`config.mk`:
```
export PLATFORM = sky130hd
export DESIGN_NAME = lane_unpacker
export DESIGN_NICKNAME = d
export VERILOG_FILES = /design/src/rtl/lane_unpacker_pkg.sv /design/src/rtl/lane_unpacker_pick.sv /design/src/rtl/lane_unpacker.sv
export SDC_FILE = /design/constraint.sdc
export NUM_CORES = 1
export LEC_CHECK = 0
export ABC_AREA = 0
export BUFFER_PORTS_ARGS = -buffer_cell sky130_fd_sc_hd__buf_4
export CAP_MARGIN = 20
export CELL_PAD_IN_SITES_DETAIL_PLACEMENT = 0
export CELL_PAD_IN_SITES_GLOBAL_PLACEMENT = 1
export CORE_AREA = 8 8 75 77
export CTS_CLUSTER_SIZE = 24
export DETAILED_ROUTE_END_ITERATION = 8
export DIE_AREA = 0 0 83 85
export GPL_ROUTABILITY_DRIVEN = 0
export PLACE_DENSITY_LB_ADDON = 0.25
export SYNTH_ARGS = -nofsm -noshare
export SYNTH_HDL_FRONTEND = slang
export SYNTH_SLANG_ARGS = --single-unit
export TNS_END_PERCENT = 20
```
`constraint.sdc`:
```
create_clock -name clk -period 2 [get_ports clk]
set_clock_uncertainty 0.2 [all_clocks]
set_input_delay 0.4 -clock clk [delete_from_list [all_inputs] [get_ports clk]]
set_output_delay 0.4 -clock clk [all_outputs]
set_load 0.05 [all_outputs]
```
`src/rtl/lane_unpacker_pkg.sv`:
```
// Shared types and helpers for the lane unpacker: FSM states, a wide lane
// index type and the "no enabled lane above this one" test.
package lane_unpacker_pkg;

    typedef enum logic {
        IDLE = 1'b0,
        EMIT = 1'b1
    } state_t;

    // Helpers work on a fixed maximum width so any NLANES up to this fits.
    localparam int LANE_MAX = 64;

    typedef logic [$clog2(LANE_MAX)-1:0] lane_idx_t;

    function automatic logic lane_last(input logic [LANE_MAX-1:0] mask, input lane_idx_t idx);
        logic [LANE_MAX-1:0] above;
        above = (mask >> idx) >> 1;
        return above == '0;
    endfunction

endpackage

```
`src/rtl/lane_unpacker_pick.sv`:
```
// Lowest-set-bit priority encoder over a lane mask; also flags whether the
// selected lane is the only (and therefore last) enabled lane.
module lane_unpacker_pick
    import lane_unpacker_pkg::*;
#(
    parameter int NLANES = 8,
    parameter int IDX_W  = $clog2(NLANES)
) (
    input  logic [NLANES-1:0] mask,
    output logic [IDX_W-1:0]  idx,
    output logic              any,
    output logic              only_one
);

    always_comb begin
        idx = '0;
        for (int i = NLANES - 1; i >= 0; i--) begin
            if (mask[i]) begin
                idx = IDX_W'(i);
            end
        end
        any      = |mask;
        only_one = any & lane_last(LANE_MAX'(mask), lane_idx_t'(idx));
    end

endmodule

```
`src/rtl/lane_unpacker.sv`:
```
// Unpacks one masked vector word into a valid/ready stream of lane beats,
// lowest enabled lane first, one beat per cycle with no bubbles.
//
//   state | meaning
//   IDLE  | no word held, ready for a new word
//   EMIT  | a beat is presented on out_*; held mask has lanes still to send
module lane_unpacker
    import lane_unpacker_pkg::*;
#(
    parameter  int NLANES = 8,
    parameter  int LANE_W = 1,
    localparam int IDX_W  = $clog2(NLANES)
) (
    input  logic                     clk,
    input  logic                     rst,
    input  logic                     in_valid,
    output logic                     in_ready,
    input  logic [NLANES*LANE_W-1:0] in_data,
    input  logic [NLANES-1:0]        in_mask,
    output logic                     out_valid,
    input  logic                     out_ready,
    output logic [LANE_W-1:0]        out_data,
    output logic [IDX_W-1:0]         out_idx,
    output logic                     out_last,
    output logic                     busy
);

    state_t                     state_q, state_n;
    logic [NLANES*LANE_W-1:0]   data_q, data_n;
    logic [NLANES-1:0]          mask_q, mask_n;
    logic                       valid_n, last_n;
    logic [LANE_W-1:0]          odata_n;
    logic [IDX_W-1:0]           idx_n;

    logic                       accept, xfer;
    logic [NLANES-1:0]          mask_left, pick_mask;
    logic [NLANES*LANE_W-1:0]   lane_src;
    logic [IDX_W-1:0]           pick_idx;
    logic                       pick_any, pick_one;

    assign xfer      = out_valid & out_ready;
    assign in_ready  = (state_q == IDLE) | (xfer & out_last);
    assign accept    = in_valid & in_ready;
    assign busy      = (state_q != IDLE);
    assign mask_left = mask_q & ~(NLANES'(1) << out_idx);
    // An accept only happens when the held word is finished, so the encoder is free for it.
    assign pick_mask = accept ? in_mask : mask_left;
    assign lane_src  = accept ? in_data : data_q;

    lane_unpacker_pick #(
        .NLANES (NLANES),
        .IDX_W  (IDX_W)
    ) u_pick (
        .mask     (pick_mask),
        .idx      (pick_idx),
        .any      (pick_any),
        .only_one (pick_one)
    );

    always_comb begin
        state_n = state_q;
        data_n  = data_q;
        mask_n  = mask_q;
        valid_n = out_valid;
        odata_n = out_data;
        idx_n   = out_idx;
        last_n  = out_last;

        if (accept) begin
            data_n = in_data;
            mask_n = in_mask;
        end else if (xfer) begin
            mask_n = mask_left;
        end

        if (accept || xfer) begin
            if (pick_any) begin
                state_n = EMIT;
                valid_n = 1'b1;
                idx_n   = pick_idx;
                last_n  = pick_one;
                odata_n = lane_src[int'(pick_idx)*LANE_W +: LANE_W];
            end else begin
                state_n = IDLE;
                valid_n = 1'b0;
            end
        end
    end

    always_ff @(posedge clk) begin
        if (rst) begin
            state_q   <= IDLE;
            data_q    <= '0;
            mask_q    <= '0;
            out_valid <= 1'b0;
            out_data  <= '0;
            out_idx   <= '0;
            out_last  <= 1'b0;
        end else begin
            state_q   <= state_n;
            data_q    <= data_n;
            mask_q    <= mask_n;
            out_valid <= valid_n;
            out_data  <= odata_n;
            out_idx   <= idx_n;
            out_last  <= last_n;
        end
    end

endmodule

```
Word level (Yosys, flattened, before mapping)
Cells that the tools add are included.
Widths: inputs -> output; s select.

storage, ports and cells
  register bits = 22
  input bits = 20
  output and inout port bits = 8
  word-level logic and storage cells = 35

operators by class
  shift operators = 3
  multiplexer cells = 13
  bitwise logic cells = 8
  reductions and logical operators = 5

operators by type and width
  kind                 count
  $logic_not 64->1     1
  $shr 8x3->64         1
  $mux 8               4
  $mux 3               8
  $and 8x8->8          1
  $not 8->8            1
  $reduce_or 8->1      1
  $shiftx 8x4->1       1
  $shl 1x3->8 const A  1
  $and 1x1->1          4
  $reduce_and 2->1     1
  $reduce_bool 2->1    1
  $logic_or 1x1->1     1
  $mux 1               1
  $not 1->1            1
  $or 1x1->1           1

Longest topological paths before layout
  depth after elaboration = 16
  gate-level depth with buffers = 10
  depth with buffers taken out = 8

Modules after synthesis
A second synthesis with hierarchy kept.

unflattened totals
  cells, all modules = 156
  area total of the unflattened synthesis = 1,278.7 µm²

by module, submodules not included
  module              times used  cells each  area each (µm²)  sequential area each (µm²)
  lane_unpacker       1           134         1,113.6          440.4
  lane_unpacker_pick  1           22          165.2            0.0

Worst setup path after synthesis
No wires, ideal clock.

  path kind = flip-flop to flip-flop
  from = register state_q, in the netlist busy
  to = register out_data
  library setup time = 91 ps
  data arrival time = 2,294 ps
  required time = 1,709 ps
  slack = -584 ps
  stages on the path, launching flop included = 10
  path buffers = 1
  clock period less this slack = 2,584 ps
  path through = dfxtp_1 -> a21bo_2 -> and2_1 -> buf_4 -> nor3b_2 -> a31oi_2 -> nand3_1 -> mux2i_1 -> o211ai_1 -> a311oi_1

between the ends
  cells in the longest elaborated chain, start to end = 14
  elaborated cells on any way between the ends = 19
  those cells by class = 1 x shift; 10 x mux; 5 x bitwise; 3 x reduce/logical

ends and longest elaborated chain
  element                   RTL line                  RTL
  start, declared           lane_unpacker.sv:28       state_t state_q, state_n;
  start signal, assigned    lane_unpacker.sv:100      state_q <= state_n;
  $and 1x1->1 (2 in a row)  --
  $or 1x1->1 (*)            lane_unpacker.sv:42       assign in_ready = (state_q == IDLE) | (xfer & out_last);
  via in_ready              lane_unpacker.sv:17       output logic in_ready,
  $and 1x1->1 (*)           lane_unpacker.sv:43       assign accept = in_valid & in_ready;
  $mux 8                    lane_unpacker.sv:47       assign pick_mask = accept ? in_mask : mask_left;
  $mux 3 (8 in a row)       lane_unpacker_pick.sv:18  if (mask[i]) begin
  $shiftx 8x4->1            lane_unpacker.sv:82       odata_n = lane_src[int'(pick_idx)*LANE_W +: LANE_W];
  end signal, assigned      lane_unpacker.sv:104      out_data <= odata_n;
  end, declared             lane_unpacker.sv:22       output logic [LANE_W-1:0] out_data,

Mark *: on every way through the listed nets, which the timed path passes. The rest lies on a longest branch.
A chain may end at the register's enable or synchronous reset.

Final worst setup path
  from = register out_idx[0]
  to = register out_data

between the ends
  cells in the longest elaborated chain, start to end = 13
  elaborated cells on any way between the ends = 15
  those cells by class = 2 x shift; 9 x mux; 2 x bitwise; 2 x reduce/logical

ends and longest elaborated chain
  element                 RTL line                  RTL
  start, declared         lane_unpacker.sv:23       output logic [IDX_W-1:0] out_idx,
  start signal, assigned  lane_unpacker.sv:105      out_idx <= idx_n;
  $shl 1x3->8 (*)         lane_unpacker.sv:45       assign mask_left = mask_q & ~(NLANES'(1) << out_idx);
  $not 8->8 (*)           lane_unpacker.sv:45
  $and 8x8->8 (*)         lane_unpacker.sv:45
  $mux 8 (*)              lane_unpacker.sv:47
  $mux 3 (8 in a row)     lane_unpacker_pick.sv:18
  $shiftx 8x4->1          lane_unpacker.sv:82

Mark *: on every way between the ends. The rest lies on a longest branch, timed or not.

==> metrics.cfg <==
[timing]
min_period_ps=2270
slew_headroom_pct=73.8
rsz0062_at_grt=yes
fin_tns_setup_ps=-1050
slew_violations=0
hold_viol=0
holdWs_ps=174
layout_setup_ws_ps=-268
tightest_slew_ps=387
finalSetupViolCount=6
max_freq_ghz=0.441
layout_worst_path_cycle_share_pct=113

[worst_setup_path]
critical-path-max-stage-delay_ps=400
worstPathCellList=mux2_1 -> o22ai_2 -> buf_4 -> nand3_1 -> o21ai_2 -> nand3_2 -> a2111oi_4 -> a31oi_1 -> a311oi_1
start_kind=register
cpMaxStageDelayCell=dfxtp_4
cp.arrival_ps=2260
cp_data_required_time_ps=1990
worstSetupPathType=reg2reg
cp-end-kind=register
crit_fanout=6

[power]
seqPwrFrac_pct=27.4
swShare_pct=36.7
p_total_mw=1.95
pwr-share-clk_pct=22.3
p_leak_nw=1.07
p_sw_mw=0.717
pwr-share-comb_pct=50.2
internal_power_mw=1.23
p_per_area_mw_per_mm2=791
peakVddDrop_mv=0.383

[job]
cap_violations=0

[logic_synthesis]
synth_edf_count=0
ys_async_sr_fraction_pct=0
synth_area_leaders=dfxtp_1, nor2_1, mux2i_1
ys_seq_area_share_pct=27.7
ys_warn_count=0
synth.most_common_cell=nor2_1
synth.distinct_cells=50
post-synth-top-area-fraction_pct=27.7
syn_area_per_cell_um2=7.89
syn_nets=222
synth_area_mm2=0.00159
synth-main-ff-cell=dfxtp_1
ys_seq_elements=22
synthTopCellsByCount=nor2_1, nand2_1, dfxtp_1
synth_cells=202
yosysTopAreaCell=dfxtp_1

[routing]
viasPerCell=5.32
routedWlPerCell_um=15.5
vias=1766
dr.pass1.iters=4
final_antenna_net_count=0
routed_wl_um=5140
drc=0
drt-initial-drc-count=92

[die]
die_w_um=83
die_h_um=85
dieArea_mm2=0.00706
core_area_mm2=0.00454
fp-row-count=25
initial_core_util_pct=35.1
io_pins=28

[clocking]
clkTransAtPathRegs_ps=90
cts_tree=done
cts-hold-fix-buffers=0
clock_latency_ps=270
root_buffer=clkbuf_8
cts_buffers=3
cts_buffer_depth=2
cts_max_level=1
cts.sinks=22

[layout]
final_core_util_pct=54.4
num-nets-final=299
n_antenna_cell=0
area_delta_synth_final_pct=54.9
layout.area.seq_um2=459
drive_above_1_share_pct=48.2
n_fill_cell=425
multiInputGateArea_mm2=0.00120

[global_routing]
grt_overflow=0
grt_pass1_wl_um=8440
grt_usage_pct=14.1
grt_start_max_net_pins=23
grt_pass1_vias=1744
antenna_found_initial=0

[place]
post-dp-hpwl_um=3830
dp_slack_ps=-362
portBuffers=27

[status]
violations=setup timing
status=finished, violations left

[worst_hold_path]
hp-class=in2reg

registers in the layout (all words and copies together), names as in the netlist:
name	cells
out_data	1
busy	1
mask_q	8
out_last	1
data_q	8
out_idx	3
logic make-up after synthesis:
| logic type | after synthesis | share of synthesized area [%] |
|---|---|---|
| AO/OA/AOI/OAI | 67 | 32.7 |
| multiplexers | 16 | 10.5 |
| buffers and inverters | 20 | 7.23 |
| AND/OR/NAND/NOR | 77 | 21.9 |
| flip-flops | 22 | 27.7 |
path summary, 6_finish.rpt:
kind / start / endpoint / slack, ps / cells after the start
max: out_idx[0] / out_data / -270 / 9
min: in_data[1] / data_q[1] / 170 / 3
max reg2reg: out_idx[0] / out_data / -270 / 9
min reg2reg: data_q[3] / data_q[3] / 260 / 2
per-layer routing:
layer	up-vias	routed length, um	track usage (%)	share of wire [%]
li1	886	-	-	-
met1	821	2450	18.3	48
met2	47	2410	22.9	47
met3	12	180	1.82	3.5
met4	0	97	5.43	1.9
met5	-	0	0	0
worst max-delay path, delay by kind of cell, from the launching register on:
kind / cells / cell delay [ps]
compound gates: 5 / 870
flops: 1 / 400
mux: 1 / 350
simple gates: 2 / 210
buf+inv: 1 / 150
layout make-up:
cell class / instances / share of cell area [%]
clock buffer: 3 / 1.67
inverter: 6 / 0.913
timing repair buffer: 86 / 26.3
clock inverter: 1 / 1.22
multi-input combinational: 160 / 48.5
tap: 54 / 2.74
sequential: 22 / 18.6
timing repair:
action,4_1_cts,5_1_grt
buffers inserted,0,3
endpoints found under the setup margin,6,6
pin swaps,4,12
resized for setup,3,22
cells in the final DEF (no fill, tap or decap), types with 3 or more instances in the layout:
cell type / count
mux2_4: 3
clkbuf_8: 3
a21oi_2: 3
o21ai_0: 7
a22oi_1: 6
nand3_1: 3
nor2_1: 30
a21oi_1: 13
dfxtp_1: 17
a31oi_2: 3
buf_4: 85
o21ai_1: 3
inv_1: 6
nand2b_1: 4
o22ai_2: 3
dfxtp_4: 5
mux2i_1: 10
nor3_1: 4
nand2_1: 22
power groups by stage:
stage          sequential (mW)  clock, mW  combinational [mW]
3_5_place_dp             0.543          0               0.875
4_1_cts                  0.534      0.448               0.888
2_1_floorplan            0.599          0               0.491
6_report                 0.535      0.436               0.980
5_1_grt                  0.544      0.463                1.05
3_3_place_gp             0.542          0               0.874
through the flow:
stage / cells / instance area, um^2
after floorplan: 202 / 1670
after global placement: 325 / 2250
after detailed placement: 325 / 2250
after CTS: 329 / 2340
after global routing: 332 / 2470
final: 332 / 2470
No activity file was read; power rests on OpenSTA's default activity.
